[config.mk]
export PLATFORM = sky130hd
export DESIGN_NAME = rom_loader
export DESIGN_NICKNAME = d
export VERILOG_FILES = /design/src/rtl/rom_loader_pkg.sv /design/src/rtl/rom_fifo.sv /design/src/rtl/rom_loader.sv
export SDC_FILE = /design/constraint.sdc
export NUM_CORES = 1
export LEC_CHECK = 0
export CAP_MARGIN = 30
export CORE_ASPECT_RATIO = 1.4
export CORE_MARGIN = 2
export CORE_UTILIZATION = 30
export DETAILED_ROUTE_END_ITERATION = 10
export GPL_ROUTABILITY_DRIVEN = 0
export PLACE_DENSITY = 0.54
export SETUP_SLACK_MARGIN = 0.1
export SLEW_MARGIN = 20
export SYNTH_ARGS = -nofsm -noshare
export SYNTH_HDL_FRONTEND = slang
export SYNTH_SLANG_ARGS = --single-unit
[constraint.sdc]
create_clock -name clock -period 5.4 [get_ports clock]
set_clock_uncertainty 0.1 [all_clocks]
set_input_delay 1.08 -clock clock [delete_from_list [all_inputs] [get_ports clock]]
set_output_delay 1.08 -clock clock [all_outputs]
set_load 0.02 [all_outputs]
[src/rtl/rom_loader_pkg.sv]
// Shared definitions for the ROM download loader: FSM states and settle timing.
package rom_loader_pkg;

    localparam int unsigned ROM_A_W       = 25;
    localparam int unsigned DATA_W        = 8;
    localparam int unsigned SETTLE_CYCLES = 16;
    localparam int unsigned SETTLE_W      = $clog2(SETTLE_CYCLES);

    typedef enum logic [1:0] {
        IDLE,
        LOAD,
        DRAIN,
        SETTLE
    } state_e;

endpackage

[src/rtl/rom_fifo.sv]
// Small synchronous FIFO buffering download bytes ahead of the memory controller.
module rom_fifo #(
    parameter int unsigned WIDTH = 8,
    parameter int unsigned DEPTH = 4
) (
    input  logic             clock,
    input  logic             reset,
    input  logic             flush,
    input  logic             push,
    input  logic             pop,
    input  logic [WIDTH-1:0] din,
    output logic             full,
    output logic             empty,
    output logic             last,
    output logic [WIDTH-1:0] head
);

    localparam int unsigned PTR_W = $clog2(DEPTH);

    logic [WIDTH-1:0] mem [DEPTH];
    logic [PTR_W:0]   wr_ptr;
    logic [PTR_W:0]   rd_ptr;
    logic [PTR_W:0]   count_c;

    // Pointers carry one extra wrap bit so full and empty are distinguishable.
    assign count_c = wr_ptr - rd_ptr;
    assign full    = (count_c == (PTR_W+1)'(DEPTH));
    assign empty   = (count_c == '0);
    assign last    = (count_c == (PTR_W+1)'(1));
    assign head    = mem[rd_ptr[PTR_W-1:0]];

    always_ff @(posedge clock or negedge reset) begin
        if (!reset) begin
            wr_ptr <= '0;
            rd_ptr <= '0;
        end else if (flush) begin
            wr_ptr <= '0;
            rd_ptr <= '0;
        end else begin
            if (push) wr_ptr <= wr_ptr + (PTR_W+1)'(1);
            if (pop)  rd_ptr <= rd_ptr + (PTR_W+1)'(1);
        end
    end

    always_ff @(posedge clock) begin
        if (push && !flush) mem[wr_ptr[PTR_W-1:0]] <= din;
    end

endmodule

[src/rtl/rom_loader.sv]
// Streams ioctl ROM download bytes into memory and holds the core in reset until done.
module rom_loader
    import rom_loader_pkg::*;
#(
    parameter int unsigned       ADDR_W = 18,
    parameter logic [ADDR_W-1:0] BASE   = '0,
    parameter int unsigned       LIMIT  = 32'h10000,
    parameter int unsigned       DEPTH  = 4
) (
    input  logic               clock,
    input  logic               reset,
    input  logic               romIo,
    input  logic               romWr,
    input  logic [ROM_A_W-1:0] romA,
    input  logic [DATA_W-1:0]  romD,
    output logic               memReq,
    output logic [ADDR_W-1:0]  memA,
    output logic [DATA_W-1:0]  memD,
    input  logic               memAck,
    output logic               hold,
    output logic               loaded,
    output logic               ovf
);

    localparam int unsigned ENTRY_W = ADDR_W + DATA_W;

    state_e              state, state_d;
    logic [SETTLE_W-1:0] settle_cnt, settle_cnt_d;
    logic                hold_d, loaded_d, ovf_d;
    logic                push_c, pop_c, flush_c;
    logic                in_range_c, drain_done_c;
    logic [ENTRY_W-1:0]  entry_c, fifo_head;
    logic                fifo_full, fifo_empty, fifo_last;

    assign in_range_c = (32'(romA) < LIMIT);
    assign entry_c    = {ADDR_W'(BASE + romA[ADDR_W-1:0]), romD};
    assign pop_c      = memReq && memAck;
    // The final ack already leaves nothing queued or in flight.
    assign drain_done_c = memReq ? (memAck && fifo_last) : fifo_empty;

    rom_fifo #(
        .WIDTH (ENTRY_W),
        .DEPTH (DEPTH)
    ) u_fifo (
        .clock (clock),
        .reset (reset),
        .flush (flush_c),
        .push  (push_c),
        .pop   (pop_c),
        .din   (entry_c),
        .full  (fifo_full),
        .empty (fifo_empty),
        .last  (fifo_last),
        .head  (fifo_head)
    );

    always_ff @(posedge clock or negedge reset) begin
        if (!reset) begin
            state      <= IDLE;
            settle_cnt <= '0;
            hold       <= 1'b1;
            loaded     <= 1'b0;
            ovf        <= 1'b0;
        end else begin
            state      <= state_d;
            settle_cnt <= settle_cnt_d;
            hold       <= hold_d;
            loaded     <= loaded_d;
            ovf        <= ovf_d;
        end
    end

    always_comb begin
        state_d      = state;
        settle_cnt_d = settle_cnt;
        hold_d       = hold;
        loaded_d     = loaded;
        ovf_d        = ovf;
        push_c       = 1'b0;
        flush_c      = 1'b0;
        case (state)
            IDLE: begin
                if (romIo) state_d = LOAD;
            end
            LOAD: begin
                if (romWr) begin
                    if (in_range_c && (!fifo_full || pop_c)) push_c = 1'b1;
                    else                                      ovf_d  = 1'b1;
                end
                if (!romIo) state_d = DRAIN;
            end
            DRAIN: begin
                if (romIo) begin
                    state_d = LOAD;
                end else if (drain_done_c) begin
                    state_d      = SETTLE;
                    settle_cnt_d = '0;
                end
            end
            SETTLE: begin
                if (romIo) begin
                    state_d = LOAD;
                end else if (settle_cnt == SETTLE_W'(SETTLE_CYCLES - 1)) begin
                    state_d      = IDLE;
                    settle_cnt_d = '0;
                    hold_d       = 1'b0;
                    loaded_d     = 1'b1;
                end else begin
                    settle_cnt_d = settle_cnt + SETTLE_W'(1);
                end
            end
            default: state_d = IDLE;
        endcase
        // Every fresh download starts from a clean slate, abandoning unwritten bytes.
        if (state_d == LOAD && state != LOAD) begin
            flush_c      = 1'b1;
            ovf_d        = 1'b0;
            loaded_d     = 1'b0;
            hold_d       = 1'b1;
            settle_cnt_d = '0;
        end
    end

    // Request stays frozen on the head entry until acked, then drops for a cycle.
    always_ff @(posedge clock or negedge reset) begin
        if (!reset) begin
            memReq <= 1'b0;
            memA   <= '0;
            memD   <= '0;
        end else if (flush_c) begin
            memReq <= 1'b0;
        end else if (memReq) begin
            if (memAck) memReq <= 1'b0;
        end else if (!fifo_empty) begin
            memReq       <= 1'b1;
            {memA, memD} <= fifo_head;
        end
    end

endmodule

# Yosys cells after proc, flatten, opt, wreduce, memory -nomap -nowiden
# Memory sizes are Yosys's and may differ from the RTL's. A register that Yosys moved wholly into a read port is not among the register bits.
# Index checks and enable logic that the tools add are counted.
# W data, S select, Z words.
dict set report totals {
  regBits 16
  latch_bits 0
  ram_bits 104
  mem_bits_ro 0
  out_inout_bits 30
  wordCells 92
  memories 1
}
# name depth width read_ports rd_ports_with_merged_regs write_ports line_no
set mem_list {}
lappend mem_list {u_fifo.mem 4 26 1 1 1 rom_fifo.sv:20} ;# logic [WIDTH-1:0] mem [DEPTH];
dict set report classes {
  add_sub_neg 4
  mul 0
  n_div 0
  order_cmp 1
  n_eq_ne 13
  shifts 0
  muxes 40
  bitwise 3
  reduce_logical 22
}
# operator count
set ops {}
lappend ops {{$lt A25 B17 Y1 const B} 1}
lappend ops {{$mux W1} 23}
lappend ops {{$mux W4} 5}
lappend ops {{$mux W2} 6}
lappend ops {{$mux W3} 4}
lappend ops {{$reduce_bool A2 Y1} 6}
lappend ops {{$ne A3 B3 Y1 const B} 3}
lappend ops {{$reduce_and A3 Y1} 3}
lappend ops {{$pmux W2 S4} 1}
lappend ops {{$pmux W4 S2} 1}
lappend ops {{$add A3 B1 Y3 const B} 2}
lappend ops {{$ne A2 B1 Y1 const B} 3}
lappend ops {{$logic_and A1 B1 Y1} 5}
lappend ops {{$add A4 B1 Y4 const B} 1}
lappend ops {{$eq A2 B1 Y1 const B} 2}
lappend ops {{$eq A2 B2 Y1 const B} 2}
lappend ops {{$eq A4 B4 Y1 const B} 1}
lappend ops {{$reduce_and A4 Y1} 1}
lappend ops {{$eq A3 B1 Y1 const B} 1}
lappend ops {{$eq A3 B3 Y1 const B} 1}
lappend ops {{$logic_not A1 Y1} 3}
lappend ops {{$logic_not A3 Y1} 1}
lappend ops {{$not A1 Y1} 3}
lappend ops {{$reduce_bool A3 Y1} 1}
lappend ops {{other kinds (3)} 3}

# Longest topological paths before layout
dict set report depth {
  ltp_word 14
  mapped_depth 7
}

# By module
# A second synthesis with hierarchy kept.
dict set report unflattened {
  cells_unflattened 291
  area_unflattened_um2 5826.8
}
# mod instances cells_per_inst area_per_inst_um2 seq_area_each_um2
set modules_own_cells {}
lappend modules_own_cells {rom_fifo 1 175 4227.8 3273.1}
lappend modules_own_cells {rom_loader 1 116 1599.0 902.1}

# Worst setup path after synthesis
# No wires, ideal clock.
dict set report synth_timing {
  kind {input -> register}
  start {in romA[22]}
  end {mem u_fifo.mem[3][0] (netlist bit), enable pin}
  setup_time_ns 0.442
  t_arrival_ns 3.472
  required_time_ns 4.858
  setup_slack_ns 1.387
  stages 3
  n_path_buf 0
  cell_sequence {nor4_1 nand3_1 nor3_1}
}
dict set report synth_between {
  elab_chain_cells 8
}
# item line_no
set synth_lines {}
lappend synth_lines {{from (decl)} rom_loader.sv:14} ;# input logic [ROM_A_W-1:0] romA,
lappend synth_lines {{$lt A25 B17 Y1} rom_loader.sv:35} ;# assign in_range_c = (32'(romA) < LIMIT);
lappend synth_lines {{$logic_and A1 B1 Y1} rom_loader.sv:87} ;# if (in_range_c && (!fifo_full || pop_c)) push_c = 1'b1;
lappend synth_lines {{$mux W1} rom_loader.sv:87}
lappend synth_lines {{$mux W1} rom_loader.sv:86} ;# if (romWr) begin
lappend synth_lines {{$mux W1} rom_loader.sv:81} ;# case (state)
lappend synth_lines {{$logic_and A1 B1 Y1} rom_fifo.sv:46} ;# if (push && !flush) mem[wr_ptr[PTR_W-1:0]] <= din;
lappend synth_lines {{$mux W1} rom_fifo.sv:46}
lappend synth_lines {{$mux W1 (implied by the code)} rom_fifo.sv:46}
lappend synth_lines {{to (decl)} rom_fifo.sv:20}
# Every way passes these cells.

# Worst setup path after layout
dict set report layout_timing {
  start {reg u_fifo.rd_ptr[0]}
  end {reg memA[0]}
}
dict set report layout_between {
  elab_chain_cells 12
}
# item line_no
set layout_lines {}
lappend layout_lines {{from (decl)} rom_fifo.sv:22} ;# logic [PTR_W:0] rd_ptr;
lappend layout_lines {{from (signal assigned)} rom_fifo.sv:41} ;# if (pop) rd_ptr <= rd_ptr + (PTR_W+1)'(1);
lappend layout_lines {{$sub A3 B3 Y3} rom_fifo.sv:26} ;# assign count_c = wr_ptr - rd_ptr;
lappend layout_lines {{$eq A3 B1 Y1} rom_fifo.sv:29} ;# assign last = (count_c == (PTR_W+1)'(1));
lappend layout_lines {{$logic_and A1 B1 Y1} rom_loader.sv:39} ;# assign drain_done_c = memReq ? (memAck && fifo_last) : fifo_empty;
lappend layout_lines {{$mux W1} rom_loader.sv:39}
lappend layout_lines {{$mux W2} rom_loader.sv:95} ;# end else if (drain_done_c) begin
lappend layout_lines {{$mux W2} rom_loader.sv:93} ;# if (romIo) begin
lappend layout_lines {{$pmux W2 S4} rom_loader.sv:81}
lappend layout_lines {{$eq A2 B1 Y1} rom_loader.sv:115} ;# if (state_d == LOAD && state != LOAD) begin
lappend layout_lines {{$logic_and A1 B1 Y1} rom_loader.sv:115}
lappend layout_lines {{$mux W1} rom_loader.sv:115}
lappend layout_lines {{$not A1 Y1 (no line)} --}
lappend layout_lines {{$reduce_and A3 Y1 (no line)} --}
lappend layout_lines {{to (signal assigned)} rom_loader.sv:136} ;# {memA, memD} <= fifo_head;
lappend layout_lines {{to (decl)} rom_loader.sv:17} ;# output logic [ADDR_W-1:0] memA,
# Several ways; a longest one is shown, not always the timed one.
# A chain may end at the register's enable or synchronous reset.

==> impl_results.md <==
* CP Launch Type: flip-flop
* Die area at approximately 21000 um^2
* Row Count at 60
* Setup Viol. Count Final at 0
* Area Overhead vs Synth at 24.9%
* TritonCTS buffer count at 17
* Seq/Total Area, Yosys at 0.706
* Final WL at 11400 um
* Post-synthesis simple-gate area fraction at 0.0404
* Via count at 3025
* Fraction of layout cells with a size suffix above 1 at 0.228
* Max FO, Critical Path at 29
* Post-synth EDFFs at 104
* Largest net degree at the start of global routing at 43
* Fmax at roughly 0.31 GHz
* I/O Pins at 68
* Setup ws final at roughly 2200 ps
* Register-to-Register Path Depth at 7
* NumNets Final at ~430
* Final hold vios at 0
* Port bufs at 67
* Clk root buf: clkbuf_16
* Post-synthesis adder-cell area fraction at 0.0182
* DP HPWL at 7210 um
* Post-CTS setup buffer count at 0
* FF-to-FF End: memA[0]
* Worst Max-Slew Pin Slew at 780 ps
* Required time of the critical path at between 5000 and 6000 ps
* Largest family of logic cells by synthesized area: multiplexers
* Clock Latency Late Sink at around 420 ps
* Reg clk slew, reported paths at approximately 60 ps
* Reg2Reg Launch Point: u_fifo.rd_ptr[0]
* Syn_nets at 350
* Iter 0 DRT Violations at between 150 and 200
* Die Span X at ~120 um
* DRC Markers at 0
* Crit end category: flip-flop
* First-pass GRT wire length at between 15000 and 20000 um
* Post-DRT Antenna Nets at 0
* XOR/XNOR share of the synthesized area at 0.00698
* Worst R2R Setup Slack at ~2200 ps
* Final Cycle Share at 0.598
* Placement Setup Slack at between 1500 and 2000 ps
* Synth Instances at approximately 300
* Post-CTS Resized at 0
* Initial antenna violation count at 0
* Wire length per cell at roughly 18 um
* Setup CP Type: flip-flop to flip-flop
* # diodes at 0
* Core ar. at 19300 um^2
* CP arrival at 3430 ps
* GR Overflow Total at 0
* Syn Std Cell Area at roughly 5900 um^2
* Setup TNS at 0 ps
* Die Ht at between 150 and 200 um
* # H-tree levels at 4
* Initial Utilization at 0.306
* Number of global-route vias before repair at 3219
* Max_slew headroom at 0.479
* Mux cell area share after synthesis at 0.169
* Status: finished, final reports clean
* Mean Syn Cell Area at just under 20 um^2
* Hold Buf Count CTS at 0
* Tmin final at around 3200 ps
* Ys Warns at 0
* Final Util at 0.383
* Overall power at between 3 and 4 mW
* Vias per cell at between 4 and 5
* RSZ-0062 raised after global routing: no
* Worst Setup SP: u_fifo.rd_ptr[0]
* CTS tree: yes
* #FFs+latches synth at between 100 and 150
* Gr usage total at 0.116
* Most used flip-flop cell after synthesis: edfxtp_1
* Compound-gate portion of the synthesized area at 0.0349
* Tightest hold margin at slightly above 400 ps
* Leak pwr at approximately 2.6 nW
* Slew Viols, Final at 0
* Synth cell types at 44
* CP endpoint: memA[0]
* Power per cell area at between 500 and 600 nW/um^2
* Max rail drop VDD at around 0.00023 V
* Drt pass-1 iters at 5
* Clk buf depth at 2
* MaxCap Viol Count at 0
* Clk sink count at roughly 150
* Hold WC Path Type: flip-flop to flip-flop
* Synth async-reset ratio at 0.288
[per-stage QoR]
| step | instances | instance area (um^2) |
|---|---|---|
| after global routing | 643 | 7390 |
| after detailed placement | 611 | 6830 |
| final | 643 | 7390 |
| after global placement | 611 | 6830 |
| after floorplan | 304 | 5910 |
| after CTS | 643 | 7390 |
[cell families (layout without fill, tap and decap cells)]
kind of cell / after synthesis / in the layout
buffers and inverters: 19 / 110
multiplexers: 54 / 54
AND/OR/NAND/NOR: 45 / 45
AO/OA/AOI/OAI: 29 / 29
flip-flops: 146 / 146
adder cells (fa/ha/maj): 8 / 8
XOR/XNOR: 3 / 3
[state kept, by name, summed over array words and instances, names as in the netlist]
| signal | count |
|---|---|
| settle_cnt | 4 |
| hold | 1 |
| state | 2 |
| u_fifo.mem | 104 |
| memA | 18 |
| u_fifo.rd_ptr | 3 |
| u_fifo.wr_ptr | 3 |
| memReq | 1 |
| loaded | 1 |
| memD | 8 |
| ovf | 1 |
[final cells by class]
cell class                 instances  area [um^2]
clock buffer                      18          429
clock inverter                    14          131
fill                            1742        11900
inverter                           6         22.5
multi-input combinational        139         1600
sequential                       146         4180
tap                              248          310
timing repair buffer              72          716
[layout by cell type, fill, tap and decap left out, types with 3 or more instances in the layout]
| cell type | n |
|---|---|
| nand3_1 | 5 |
| mux2_4 | 20 |
| nand2_1 | 5 |
| clkinvlp_4 | 4 |
| clkbuf_16 | 17 |
| nor2_1 | 11 |
| a22o_1 | 3 |
| o31ai_1 | 3 |
| nor3_1 | 4 |
| inv_6 | 4 |
| mux2_2 | 6 |
| ha_1 | 7 |
| dfrtp_1 | 40 |
| inv_1 | 6 |
| a21oi_1 | 6 |
| clkdlybuf4s50_1 | 66 |
| mux4_2 | 19 |
| mux4_1 | 7 |
| buf_4 | 4 |
| nand4_1 | 3 |
| edfxtp_1 | 104 |
| nor2b_1 | 3 |
| o21ai_0 | 7 |
| a21o_1 | 3 |
| and2_2 | 3 |
[synth_stat cells (all sizes together), types with 4 or more instances]
cell type	count	area share
nor2	11	0.0070
o21ai	7	0.0059
and2	4	0.0042
buf	7	0.012
a21oi	6	0.0051
nor3	5	0.0042
mux4	26	0.10
inv	6	0.0038
nand3	5	0.0042
dfrtp	41	0.17
mux2	26	0.062
edfxtp	104	0.53
ha	7	0.015
clkbuf	6	0.0089
nand2	5	0.0032
[worst min path at each step]
stage / slack (ps) / endpoint / cells after the start / start
after floorplan: 400 / settle_cnt[2] / 1 / settle_cnt[2]
after global placement: 390 / hold / 2 / hold
after CTS: 410 / memA[0] / 1 / memA[0]
after detailed placement: 400 / memA[11] / 1 / memA[11]
after global routing: 420 / memD[6] / 1 / memD[6]
final: 410 / memA[0] / 1 / memA[0]
[power by group]
group,switching [mW],leakage [nW],internal (mW)
Sequential,0.0979,1.45,1.34
Clock,0.476,0.261,0.640
Combinational,0.553,0.888,0.700
Total,1.13,2.59,2.68
[routing by layer]
metal | share of wire | up-vias | track usage
met2 | 0.54 | 66 | 0.200
met3 | 0.035 | 17 | 0.0245
met5 | 0 | - | 0
met1 | 0.40 | 1573 | 0.139
met4 | 0.018 | 0 | 0.0525
li1 | - | 1369 | -
[critical path, stage by stage (launching register included)]
cell and delay, ps:
dfrtp_2 390, buf_4 300, ha_1 290, fa_1 380, xnor3_2 320, a311oi_4 710, buf_12 270, mux2_2 350
(Power assumes the default switching activity.)
